## config.mk

```make
export PLATFORM = sky130hd
export DESIGN_NAME = pakout
export DESIGN_NICKNAME = d
export VERILOG_FILES = /design/src/rtl/pakout_pkg.sv /design/src/rtl/pakout_msg_fifo.sv /design/src/rtl/pakout.sv
export SDC_FILE = /design/constraint.sdc
export NUM_CORES = 1
export LEC_CHECK = 0
export BUFFER_PORTS_ARGS = -buffer_cell sky130_fd_sc_hd__buf_4
export CAP_MARGIN = 10
export CORE_MARGIN = 2
export CORE_UTILIZATION = 60
export CTS_CLUSTER_DIAMETER = 120
export DETAILED_ROUTE_END_ITERATION = 10
export PLACE_DENSITY = 0.87
export SETUP_SLACK_MARGIN = 0.02
export SLEW_MARGIN = 20
export SYNTH_ARGS = -nofsm -noshare
export SYNTH_HDL_FRONTEND = slang
export SYNTH_SLANG_ARGS = --single-unit
```

## constraint.sdc

```tcl
create_clock -name i_clk -period 2.58 [get_ports i_clk]
set_input_delay 0 -clock i_clk [delete_from_list [all_inputs] [get_ports i_clk]]
set_output_delay 0 -clock i_clk [all_outputs]
set_load 0.005 [all_outputs]
```

## src/rtl/pakout_pkg.sv

```systemverilog
// Shared sizes, derived widths and FSM encoding for the pakout message-to-packet splitter.
package pakout_pkg;

   localparam int NS_PSZ     = 8;
   localparam int NS_FSZ     = 4;
   localparam int NS_ASZ     = 6;
   localparam int NS_DSZ     = 4;
   localparam int NS_RSZ     = 4;
   localparam int NS_REQ_CKS = 4;
   localparam int NS_ACK_CKS = 4;

   function automatic int msg_size(input int asz, input int dsz, input int rsz);
      return 2*asz + dsz + rsz;
   endfunction

   // One extra packet always exists, so the last packet is partly zero-filled.
   function automatic int tot_pks(input int msz, input int psz);
      return msz/psz + 1;
   endfunction

   function automatic int idx_w(input int n);
      return (n <= 2) ? 1 : $clog2(n);
   endfunction

   typedef enum logic [1:0] {
      IDLE        = 2'd0,
      LOAD        = 2'd1,
      WAIT_ACK_HI = 2'd2,
      WAIT_ACK_LO = 2'd3
   } state_t;

endpackage

```

## src/rtl/pakout_msg_fifo.sv

```systemverilog
// Message FIFO: register array with head available combinationally, count-based full/empty.
module pakout_msg_fifo #(
   parameter int W     = 20,
   parameter int DEPTH = 4
) (
   input  logic         clk,
   input  logic         rst_n,
   input  logic         push,
   input  logic         pop,
   input  logic [W-1:0] din,
   output logic [W-1:0] dout,
   output logic         full,
   output logic         empty
);

   localparam int AW = $clog2(DEPTH);

   logic [W-1:0]  mem [DEPTH];
   logic [AW-1:0] wr_reg;
   logic [AW-1:0] rd_reg;
   logic [AW:0]   count_reg;
   logic          do_push;
   logic          do_pop;

   assign empty   = (count_reg == '0);
   assign full    = (count_reg == (AW+1)'(DEPTH));
   assign do_pop  = pop & ~empty;
   // A pop in the same cycle frees the slot, so a full FIFO may still accept.
   assign do_push = push & (~full | do_pop);
   assign dout    = mem[rd_reg];

   always_ff @(posedge clk) begin
      if (do_push)
         mem[wr_reg] <= din;
   end

   always_ff @(posedge clk or negedge rst_n) begin
      if (!rst_n) begin
         wr_reg    <= '0;
         rd_reg    <= '0;
         count_reg <= '0;
      end else begin
         if (do_push)
            wr_reg <= wr_reg + 1'b1;
         if (do_pop)
            rd_reg <= rd_reg + 1'b1;
         case ({do_push, do_pop})
            2'b10:   count_reg <= count_reg + 1'b1;
            2'b01:   count_reg <= count_reg - 1'b1;
            default: count_reg <= count_reg;
         endcase
      end
   end

endmodule

```

## src/rtl/pakout.sv

```systemverilog
// Buffers req/ack messages and splits each into MSB-first packets on a req/ack packet channel.
// Optional NS_PAKOUT_MSG_CNT_EN adds a 16-bit count of fully sent messages (msg_cnt).
module pakout
   import pakout_pkg::*;
#(
   parameter int PSZ     = NS_PSZ,
   parameter int FSZ     = NS_FSZ,
   parameter int ASZ     = NS_ASZ,
   parameter int DSZ     = NS_DSZ,
   parameter int RSZ     = NS_RSZ,
   parameter int REQ_CKS = NS_REQ_CKS,
   parameter int ACK_CKS = NS_ACK_CKS
) (
   input  logic           i_clk,
   input  logic           reset,
   output logic           ready,
`ifdef NS_PAKOUT_MSG_CNT_EN
   output logic [15:0]    msg_cnt,
`endif
   input  logic [ASZ-1:0] rcv0_src,
   input  logic [ASZ-1:0] rcv0_dst,
   input  logic [DSZ-1:0] rcv0_dat,
   input  logic [RSZ-1:0] rcv0_red,
   input  logic           rcv0_req,
   output logic           rcv0_ack,
   output logic [PSZ-1:0] snd0_pakio,
   output logic           snd0_req,
   input  logic           snd0_ack
);

   localparam int MSZ     = msg_size(ASZ, DSZ, RSZ);
   localparam int TOT_PKS = tot_pks(MSZ, PSZ);
   localparam int KW      = idx_w(TOT_PKS);
   localparam int PADW    = TOT_PKS * PSZ;
   localparam int CW      = idx_w((REQ_CKS > ACK_CKS) ? REQ_CKS : ACK_CKS);

   logic [1:0]     raw;
   logic [1:0]     filt;
   logic [1:0]     primed;
   logic           init_reg;
   logic           ack_reg;
   state_t         state_reg;
   state_t         state_next;
   logic [KW-1:0]  k_reg;
   logic [MSZ-1:0] msg_reg;
   logic [MSZ-1:0] msg_in;
   logic [MSZ-1:0] fifo_head;
   logic [PADW-1:0] pak_ext;
   logic [PSZ-1:0] pkts [TOT_PKS];
   logic           push;
   logic           pop;
   logic           full;
   logic           empty;
   logic           last_pk;

   // Index 0 filters the message request, index 1 the packet acknowledge.
   assign raw = {snd0_ack, rcv0_req};

   genvar gi;
   generate
      for (gi = 0; gi < 2; gi++) begin : g_db
         localparam int CKS = (gi == 0) ? REQ_CKS : ACK_CKS;
         logic [CW-1:0] cnt_reg;
         logic [CW-1:0] prime_reg;
         logic          filt_reg;
         logic          primed_reg;

         always_ff @(posedge i_clk or negedge reset) begin
            if (!reset) begin
               cnt_reg    <= '0;
               prime_reg  <= '0;
               filt_reg   <= 1'b0;
               primed_reg <= 1'b0;
            end else begin
               if (raw[gi] == filt_reg)
                  cnt_reg <= '0;
               else if (cnt_reg == CW'(CKS-1)) begin
                  filt_reg <= raw[gi];
                  cnt_reg  <= '0;
               end else
                  cnt_reg <= cnt_reg + 1'b1;
               if (!primed_reg) begin
                  if (prime_reg == CW'(CKS-1))
                     primed_reg <= 1'b1;
                  else
                     prime_reg <= prime_reg + 1'b1;
               end
            end
         end

         assign filt[gi]   = filt_reg;
         assign primed[gi] = primed_reg;
      end

      // Packet gi is a PSZ slice of the message, zero-padded at the LSB end.
      for (gi = 0; gi < TOT_PKS; gi++) begin : g_pk
         assign pkts[gi] = pak_ext[PADW-1-gi*PSZ -: PSZ];
      end
   endgenerate

   assign msg_in   = {rcv0_src, rcv0_dst, rcv0_dat, rcv0_red};
   assign pak_ext  = {msg_reg, {(PADW-MSZ){1'b0}}};
   assign ready    = init_reg & (&primed);
   assign last_pk  = (k_reg == KW'(TOT_PKS-1));
   assign pop      = ready & (state_reg == IDLE) & ~empty;
   assign push     = ready & filt[0] & ~ack_reg & (~full | pop);
   assign rcv0_ack = ack_reg;

   pakout_msg_fifo #(
      .W     (MSZ),
      .DEPTH (FSZ)
   ) u_fifo (
      .clk   (i_clk),
      .rst_n (reset),
      .push  (push),
      .pop   (pop),
      .din   (msg_in),
      .dout  (fifo_head),
      .full  (full),
      .empty (empty)
   );

   always_ff @(posedge i_clk or negedge reset) begin
      if (!reset) begin
         init_reg  <= 1'b0;
         ack_reg   <= 1'b0;
         state_reg <= IDLE;
         k_reg     <= '0;
         msg_reg   <= '0;
      end else begin
         init_reg  <= 1'b1;
         ack_reg   <= push | (filt[0] & ack_reg);
         state_reg <= state_next;
         if (pop) begin
            msg_reg <= fifo_head;
            k_reg   <= '0;
         end else if (state_reg == WAIT_ACK_LO && !filt[1] && !last_pk)
            k_reg <= k_reg + 1'b1;
      end
   end

   always_comb begin
      state_next = state_reg;
      case (state_reg)
         IDLE:        if (pop) state_next = LOAD;
         LOAD:        state_next = WAIT_ACK_HI;
         WAIT_ACK_HI: if (filt[1]) state_next = WAIT_ACK_LO;
         WAIT_ACK_LO: if (!filt[1]) state_next = last_pk ? IDLE : LOAD;
         default:     state_next = IDLE;
      endcase
   end

   always_comb begin
      snd0_req   = (state_reg == WAIT_ACK_HI);
      snd0_pakio = (state_reg == IDLE) ? '0 : pkts[k_reg];
   end

`ifdef NS_PAKOUT_MSG_CNT_EN
   logic [15:0] msg_cnt_reg;

   always_ff @(posedge i_clk or negedge reset) begin
      if (!reset)
         msg_cnt_reg <= '0;
      else if (state_reg == WAIT_ACK_LO && !filt[1] && last_pk)
         msg_cnt_reg <= msg_cnt_reg + 16'd1;
   end

   assign msg_cnt = msg_cnt_reg;
`endif

endmodule

```

# Yosys cells after proc, flatten, opt, wreduce, memory -nomap -nowiden
# Memory sizes are Yosys's and may differ from the RTL's. A register that Yosys moved wholly into a read port is not among the register bits.
# Index checks and enable logic that the tools add are counted.
dict set report totals {
  ramBits 80
  n_memories 1
  ff_bits 25
  in_bits 24
  rom_bits 0
  latch_bits 0
}
# memory words word_bits rd rd_ports_with_merged_regs write_ports line_no
set memory_table {}
lappend memory_table {u_fifo.mem 4 20 1 1 1 pakout_msg_fifo.sv:18} ;# logic [W-1:0] mem [DEPTH];
dict set report classes {
  order_cmp 1
  addsub 9
  n_reduce_logical 15
  bitwise_logic 22
  n_div 0
  n_shift 0
  mux 22
  multipliers 0
  n_eq_ne 16
}
# op count
set op_table {}
lappend op_table {{8-bit two-way mux} 3}
lappend op_table {{2-bit two-way mux} 9}
lappend op_table {{8-bit binary-select mux with 2-bit select} 1}
lappend op_table {{2-bit == test (second input constant)} 8}
lappend op_table {{2-bit by 1-bit adder with 2-bit output (second input constant)} 7}
lappend op_table {{2-bit AND reduction} 5}
lappend op_table {{1-bit AND} 9}
lappend op_table {{1-bit NOT} 9}
lappend op_table {{2-bit one-hot mux with 4 select lines} 1}
lappend op_table {{1-bit two-way mux} 7}
lappend op_table {{3-bit one-hot mux with 2 select lines} 1}
lappend op_table {{2-bit by 1-bit == test with 1-bit output (second input constant)} 2}
lappend op_table {{2-bit inequality test (second input constant)} 2}
lappend op_table {{2-bit nonzero test} 2}
lappend op_table {{3-bit by 1-bit adder with 3-bit output (second input constant)} 1}
lappend op_table {{3-bit == test (second input constant)} 1}
lappend op_table {{3-bit >= comparator (second input constant)} 1}
lappend op_table {{1-bit logical NOT} 3}
lappend op_table {{3-bit logical NOT} 1}
lappend op_table {{2-bit NOT with 3-bit output} 1}
lappend op_table {{1-bit bitwise OR} 3}
lappend op_table {{3-bit AND reduction} 1}
lappend op_table {{3-bit by 1-bit subtractor with 3-bit output (second input constant)} 1}
lappend op_table {{1-bit == test} 2}
lappend op_table {{other kinds (3)} 4}

# Longest topological paths before layout
# Gate-level depths: netlist of the first run.
dict set report depth {
  word_depth 9
  mapped_depth 11
}

# By module
# Synthesis of the first run repeated with hierarchy kept, for this count alone.
dict set report hier_totals {
  hier_cells 281
  area_unflattened_um2 5087.4
}
# mod instances cells_each area_per_inst_um2
set by_module_without_submodules {}
lappend by_module_without_submodules {pakout_msg_fifo 1 142 3310.7}
lappend by_module_without_submodules {pakout 1 139 1776.7}

# Worst setup path before layout of the first run
# No wires, ideal clock.
dict set report synth_path {
  path_type {flip-flop to flip-flop}
  from {reg state_reg[0]}
  to {reg u_fifo.count_reg[2]}
  slack_ps 297
  synth_period_minus_slack_ps 2283
  required_ps 2501
  stages_incl_launch_ff 11
  arrival_ps 2204
  n_path_buf 1
  path_cell_list {dfrtp_1 > inv_1 > ha_1 > nor3b_4 > buf_6 > ha_1 > inv_1 > fa_1 > xor2_1 > nor2_1 > xor2_1}
}
dict set report synth_between {
  elab_chain_len 8
  elab_cells_between_ends 12
  classes_between {eq/ne: 2; mux: 1; bitwise: 7; reduce/logical: 2}
}
# item line_no
set synth_lines {}
lappend synth_lines {{start, declared} pakout.sv:42} ;# state_t state_reg;
lappend synth_lines {{start signal, assigned} pakout.sv:133} ;# state_reg <= state_next;
lappend synth_lines {{2-bit logical NOT (*)} pakout.sv:105} ;# assign pop = ready & (state_reg == IDLE) & ~empty;
lappend synth_lines {{1-bit AND (*) (2 in a row)} pakout.sv:105}
lappend synth_lines {{net pop} pakout.sv:51} ;# logic pop;
lappend synth_lines {{1-bit bitwise OR / 1-bit AND (equally long branches)} {pakout.sv:106, pakout_msg_fifo.sv:27}}
lappend synth_lines {{1-bit AND / 1-bit bitwise OR (equally long branches)} {pakout.sv:106, pakout_msg_fifo.sv:29}}
lappend synth_lines {{1-bit AND} pakout_msg_fifo.sv:29} ;# assign do_push = push & (~full | do_pop);
lappend synth_lines {{2-bit by 1-bit == test with 1-bit output / 2-bit == test (equally long branches)} pakout_msg_fifo.sv:47} ;# case ({do_push, do_pop})
lappend synth_lines {{3-bit one-hot mux with 2 select lines / 2-bit nonzero test (equally long branches)} n/a}
lappend synth_lines {{end signal, assigned} pakout_msg_fifo.sv:48} ;# 2'b10: count_reg <= count_reg + 1'b1;
lappend synth_lines {{end signal, assigned} pakout_msg_fifo.sv:49} ;# 2'b01: count_reg <= count_reg - 1'b1;
lappend synth_lines {{end signal, assigned} pakout_msg_fifo.sv:50} ;# default: count_reg <= count_reg;
lappend synth_lines {{end, declared} pakout_msg_fifo.sv:21} ;# logic [AW:0] count_reg;
# The timed path passes the listed nets; every way through them passes the cells marked *.
# A chain may end at the register's enable or synchronous reset.

# Worst setup path after layout of the first run
dict set report layout_path {
  from {reg state_reg[0]}
  to {reg u_fifo.count_reg[2]}
}
dict set report layout_between {
  elab_chain_len 8
  elab_cells_between_ends 12
  classes_between {eq/ne: 2; mux: 1; bitwise: 7; reduce/logical: 2}
}
# item line_no
set layout_lines {}
lappend layout_lines {{2-bit logical NOT (*)} pakout.sv:105}
lappend layout_lines {{1-bit AND (*) (2 in a row)} pakout.sv:105}
lappend layout_lines {{1-bit bitwise OR / 1-bit AND (equally long branches)} {pakout.sv:106, pakout_msg_fifo.sv:27}}
lappend layout_lines {{1-bit AND / 1-bit bitwise OR (equally long branches)} {pakout.sv:106, pakout_msg_fifo.sv:29}}
lappend layout_lines {{1-bit AND} pakout_msg_fifo.sv:29}
lappend layout_lines {{2-bit by 1-bit == test with 1-bit output / 2-bit == test (equally long branches)} pakout_msg_fifo.sv:47}
lappend layout_lines {{3-bit one-hot mux with 2 select lines / 2-bit nonzero test (equally long branches)} n/a}
# Every way passes the cells marked *; elsewhere a longest branch is shown, timed or not.

==> results of run 1 <==
-- path summary, 6_finish.rpt --
| path | endpoint | slack (ns) | depth (start not counted) |
|---|---|---|---|
| worst min register to register | g_db[0].cnt_reg[0]$_DFF_PN0_ | 0.43 | 1 |
| worst max register to register | u_fifo.count_reg[2]$_DFFE_PN0P_ | 0.21 | 11 |
| worst min-delay path | g_db[1].filt_reg$_DFFE_PN0P_ | 0.05 | 2 |
| worst max-delay path | u_fifo.count_reg[2]$_DFFE_PN0P_ | 0.21 | 11 |
| max in group asynchronous | u_fifo.wr_reg[0]$_DFFE_PN0P_ | 2.12 | 2 |
| min in group i_clk | u_fifo.mem[3][6]$_DFFE_PP_ | 0.24 | 2 |
-- metal layers --
layer  part of all wire  wire [um]  global-route usage  up-vias
met3              0.031        282              0.0517       16
met1               0.43       3860               0.273     1324
li1                   -          -                   -     1185
met4              0.018        167               0.105        0
met2               0.52       4750               0.374       63
met5                  0          0                   0        -
-- cell type report --
class | instances | area, um2
tap | 105 | 131
inverter | 12 | 45.0
multi-input combinational | 123 | 1460
clock inverter | 15 | 175
fill | 443 | 1890
timing repair buffer | 67 | 573
sequential | 125 | 3530
clock buffer | 17 | 414
-- cell families (layout without fill, tap and decap cells) --
| logic type | Yosys count | after routing | share of synthesized area |
|---|---|---|---|
| compound gates | 8 | 8 | 0.0137 |
| xor+xnor | 11 | 11 | 0.0189 |
| fa+ha+maj | 15 | 15 | 0.0383 |
| buf+inv | 21 | 111 | 0.0216 |
| flops | 125 | 125 | 0.692 |
| mux | 57 | 57 | 0.172 |
| other cells | 1 | 1 | 0.000735 |
| simple gates | 31 | 31 | 0.0432 |
-- stage by stage --
stage               std cells  hold WS [ns]  setup WS, ns   util  area (um2)
floorplan                 269        -0.296         0.297      -        5100
global placement          409        0.0323         0.369  0.671        5510
detailed placement        409        0.0409         0.246  0.671        5510
CTS                       464        0.0503         0.214  0.770        6330
global route              464         0.118        0.0373  0.770        6330
finish                    464        0.0528         0.213  0.770        6330
-- critical path: stages, from the launching register on --
cell     delay, ns
dfrtp_1       0.38
inv_1         0.11
ha_1          0.28
nor4b_2       0.35
nor4b_4       0.08
inv_1         0.07
ha_1          0.17
inv_1         0.06
fa_1          0.37
xor2_1        0.15
nor2_1        0.12
xor2_1        0.14
-- cell usage after synthesis (all sizes together), types with 2 or more instances --
cell type	n	area share
nor3	7	0.0078
buf	6	0.011
mux4	20	0.088
edfxtp	80	0.47
mux2i	10	0.020
mux2	27	0.064
a211oi	3	0.0054
nor2b	3	0.0037
clkbuf	3	0.0022
nor3b	2	0.0052
xnor2	5	0.0086
nor2	9	0.0066
nor4b	3	0.0093
xor2	6	0.010
and2	4	0.0049
inv	12	0.0088
dfrtp	45	0.22
ha	14	0.034
a2bb2oi	4	0.0069
-- where the power goes --
part / internal (W) / switching (W)
registers: 0.00260 / 0.000314
logic: 0.00118 / 0.000931
clock network: 0.00141 / 0.000916
==> flow_summary.yaml, run 1 <==
status:
  status: "finished, final reports clean"
sta:
  min_period_over_period: 0.918
  min_period_ns: 2.37
  skew_ns: 0.00710
  finalMaxSlewViolations: 0
  max_freq_mhz: 422
  hold_viol_final: 0
  slew_headroom: 0.598
  rsz0062_at_grt: "false"
  timing.setup.tns_ns: 0
  finalSetupViolations: 0
  tightestPinTransition_ns: 0.603
route:
  avgRoutedWirePerCell_um: 19.5
  firstDrtPassIters: 5
  wirelength_mm: 9.07
  drc_errors: 0
  antenna_left: 0
  viasPerCell: 5.58
  dr_total_vias: 2588
  drt_first_iter_violations: 127
setup_path:
  startpoint: "state_reg[0]$_DFFE_PN0P_"
  worstPathArrival_ns: 2.80
  crit_fanout: 5
  critPathRequiredTime_ns: 3.01
  reg2reg_from: "state_reg[0]$_DFFE_PN0P_"
  path_class: "flop to flop"
  cp-start-kind: "flop"
  cp-end-kind: "flop"
cts:
  postCtsHoldBufs: 23
  numCtsBuffers: 17
  clockRootBuffer: "clkbuf_8"
  cts_tree: "built"
  htree_levels: 4
  clockBufferDepth: 2
  clkSinkCount: 125
  cts_resized: 0
  clk-insertion-delay-late_ns: 0.51
  clkTransAtPathRegs_ns: 0.06
  post_cts_buffers: 0
placed_design:
  place.gp.congestion: 0.774
  dp_hpwl_mm: 5.31
  portBuffers: 34
finish:
  nets: 385
  largest_register_ffs: 80
  final_common_cell: "edfxtp_1"
  synthToLayoutAreaGrowth_pct: 24.1
  antennaDiodeCount: 0
  drive_above_1_share: 0.357
  final_cell_mix: "edfxtp_1 (80), dfrtp_1 (45), buf_4 (43)"
power:
  p_leak_nw: 2.44
  power_w: 0.00735
  p_per_area_nw_per_um2: 1160
  ir_drop_mv: 0.766
logic_synthesis:
  synthFlopType: "edfxtp_1"
  yosysWarningCount: 0
  synth_seq_area_share: 0.692
  synthArstFlopShare: 0.360
  ys_types: 34
  syn_nets: 308
  syn_avg_cell_area_um2: 19.0
  syn_inst: 269
  synth_edf_count: 80
  syn_area_um2: 5100
  synth_seq_cells: 125
floorplan:
  die_area_um2: 9260
  die_x_um: 96.2
  ios: 35
  start_util: 0.621
  die_y_um: 96.2
  core_um2: 8220
  row_count: 33
global_route:
  grtUsageTotal: 0.222
  grt_pass1_vias: 2757
  grt_first_pass_wirelength_mm: 14.3
  antenna_found_initial: 0
  grt_max_degree: 46
  overflow: 0
worst_hold_path:
  hold_class: "input port to async pin"
job:
  maxCapViolations: 0
No activity file was read; power rests on OpenSTA's default activity.
==> run 2, diff against run 1 <==
--- a/config.mk
+++ b/config.mk
@@ -8,10 +8,10 @@
 export BUFFER_PORTS_ARGS = -buffer_cell sky130_fd_sc_hd__buf_4
 export CAP_MARGIN = 10
 export CORE_MARGIN = 2
-export CORE_UTILIZATION = 60
+export CORE_UTILIZATION = 30
 export CTS_CLUSTER_DIAMETER = 120
 export DETAILED_ROUTE_END_ITERATION = 10
-export PLACE_DENSITY = 0.87
+export PLACE_DENSITY = 0.53
 export SETUP_SLACK_MARGIN = 0.02
 export SLEW_MARGIN = 20
 export SYNTH_ARGS = -nofsm -noshare
==> constraint.sdc (replaced) <==
create_clock -name i_clk -period 2.3 [get_ports i_clk]
set_input_delay 0 -clock i_clk [delete_from_list [all_inputs] [get_ports i_clk]]
set_output_delay 0 -clock i_clk [all_outputs]
set_load 0.005 [all_outputs]
==> run 2 against run 1 <==
Clock-buffer cell count grew 3; combinational power grew 20%; power up 15%; first-iteration DRC count is 22% lower; global-route usage is 11 points lower; sequential power rose by 11%; final area increased by 4.2%; cell count up 27%.
==> flow_summary.yaml, run 2 (synthesis gave the netlist of run 1 again) <==
cts:
  clockBufferDepth: 2
  numCtsBuffers: 17
  clk-insertion-delay-late_ns: 0.41
  clkTransAtPathRegs_ns: 0.05
  htree_levels: 4
  clkSinkCount: 125
  cts_tree: "built"
  clockRootBuffer: "clkbuf_16"
floorplan:
  die_x_um: 134
  row_count: 47
  core_um2: 16600
  start_util: 0.308
  die_y_um: 134
  die_area_um2: 18100
  ios: 35
status:
  status: "finished, final reports clean"
sta:
  min_period_over_period: 0.937
  tightestPinTransition_ns: 0.594
  max_freq_mhz: 464
  rsz0062_at_grt: "false"
  timing.setup.tns_ns: 0
  hold_viol_final: 0
  slew_headroom: 0.604
  finalSetupViolations: 0
  finalMaxSlewViolations: 0
  min_period_ns: 2.16
  skew_ns: 0.00763
global_route:
  grtUsageTotal: 0.114
  grt_pass1_vias: 2811
  overflow: 0
  grt_first_pass_wirelength_mm: 15.0
  grt_max_degree: 46
  antenna_found_initial: 0
placed_design:
  portBuffers: 34
  place.gp.congestion: 0.671
  dp_hpwl_mm: 6.19
  dp_cells: 531
  detailed_place.area_um2: 5710
power:
  p_leak_nw: 2.51
  p_per_area_nw_per_um2: 1280
  power_w: 0.00844
  ir_drop_mv: 0.548
finish:
  nets: 395
  largest_register_ffs: 80
  synthToLayoutAreaGrowth_pct: 29.3
  stdcell_area_um2: 6600
  drive_above_1_share: 0.382
  stdcell_count: 589
  antennaDiodeCount: 0
  final_common_cell: "edfxtp_1"
  final_cell_mix: "edfxtp_1 (80), buf_4 (53), dfrtp_1 (45)"
route:
  avgRoutedWirePerCell_um: 15.8
  drc_errors: 0
  antenna_left: 0
  firstDrtPassIters: 4
  dr_total_vias: 2575
  wirelength_mm: 9.31
  viasPerCell: 4.37
  drt_first_iter_violations: 99
setup_path:
  cp-end-kind: "flop"
  reg2regPathDepth: 11
  crit_fanout: 5
  worstPathArrival_ns: 2.49
  path_class: "flop to flop"
  critPathMaxStageDelay_ns: 0.37
  cp-start-kind: "flop"
  cp_slowest_cell: "dfrtp_1"
  critPathRequiredTime_ns: 2.63
  worstPathCellList: "inv_2 > ha_4 > nor4b_4 > nor4b_4 > inv_1 > ha_2 > inv_1 > fa_1 > xor2_1 > nor2_1 > xor2_1"
job:
  maxCapViolations: 0
worst_hold_path:
  hold_class: "input port to async pin"
## run 2: cell types whose count changed in the layout (fill, tap and decap cells not counted), sizes merged
cell      change
buf          +10
clkbuf        +3
clkinv        +4
clkinvlp      +1
inv           -8
## run 2: critical path: cells and delay by family (launching register included)
kind                       cells  cell delay (ns)
and+or+nand+nor                3             0.51
adders and majority gates      3             0.72
xor gates and xnor gates       2             0.31
buffers and inverters          3             0.18
DFF                            1             0.37
## run 2: final timing paths
path                                              start                               end  slack [ns]
setup reg to reg               state_reg[0]$_DFFE_PN0P_   u_fifo.count_reg[2]$_DFFE_PN0P_        0.14
setup / recovery               state_reg[0]$_DFFE_PN0P_   u_fifo.count_reg[2]$_DFFE_PN0P_        0.14
max in group asynchronous                         reset  g_db[0].prime_reg[1]$_DFFE_PN0P_        1.75
hold reg to reg            g_db[0].cnt_reg[0]$_DFF_PN0_      g_db[0].cnt_reg[0]$_DFF_PN0_        0.44
min in group i_clk                          rcv0_red[1]        u_fifo.mem[0][1]$_DFFE_PP_        0.34
hold / removal                                    reset            msg_reg[3]$_DFFE_PN0P_        0.15
## run 2: layout make-up
class	count	area, um2
Fill cell	1542	9990
Clock inverter	12	135
Inverter	12	45.0
Timing Repair Buffer	77	648
Multi-Input combinational cell	123	1490
Tap cell	220	275
Sequential cell	125	3530
Clock buffer	20	478
## run 2: power breakdown
part	switching (W)	internal (W)
clock network	0.000961	0.00172
logic	0.00112	0.00141
registers	0.000308	0.00292
## run 2: routing by layer
metal	routed length (um)	track usage
met4	135	0.0456
met2	4500	0.177
met1	4270	0.145
met3	406	0.0420
met5	0	0
## run 2: repair_timing
action	CTS	global route
hold endpoints to repair	131	0
hold buffers	23	0
setup endpoints to repair	0	1
resized for setup	0	4
buffers inserted	0	3
## run 2: metrics by stage
stage	util	worst slack, ns	hold slack (ns)
6_report	0.398	0.145	0.145
5_1_grt	0.398	0.0274	0.216
4_1_cts	0.395	0.0618	0.159
3_5_place_dp	0.344	0.0718	0.0551
3_3_place_gp	0.344	0.156	0.0462
2_1_floorplan	-	0.0293	-0.296
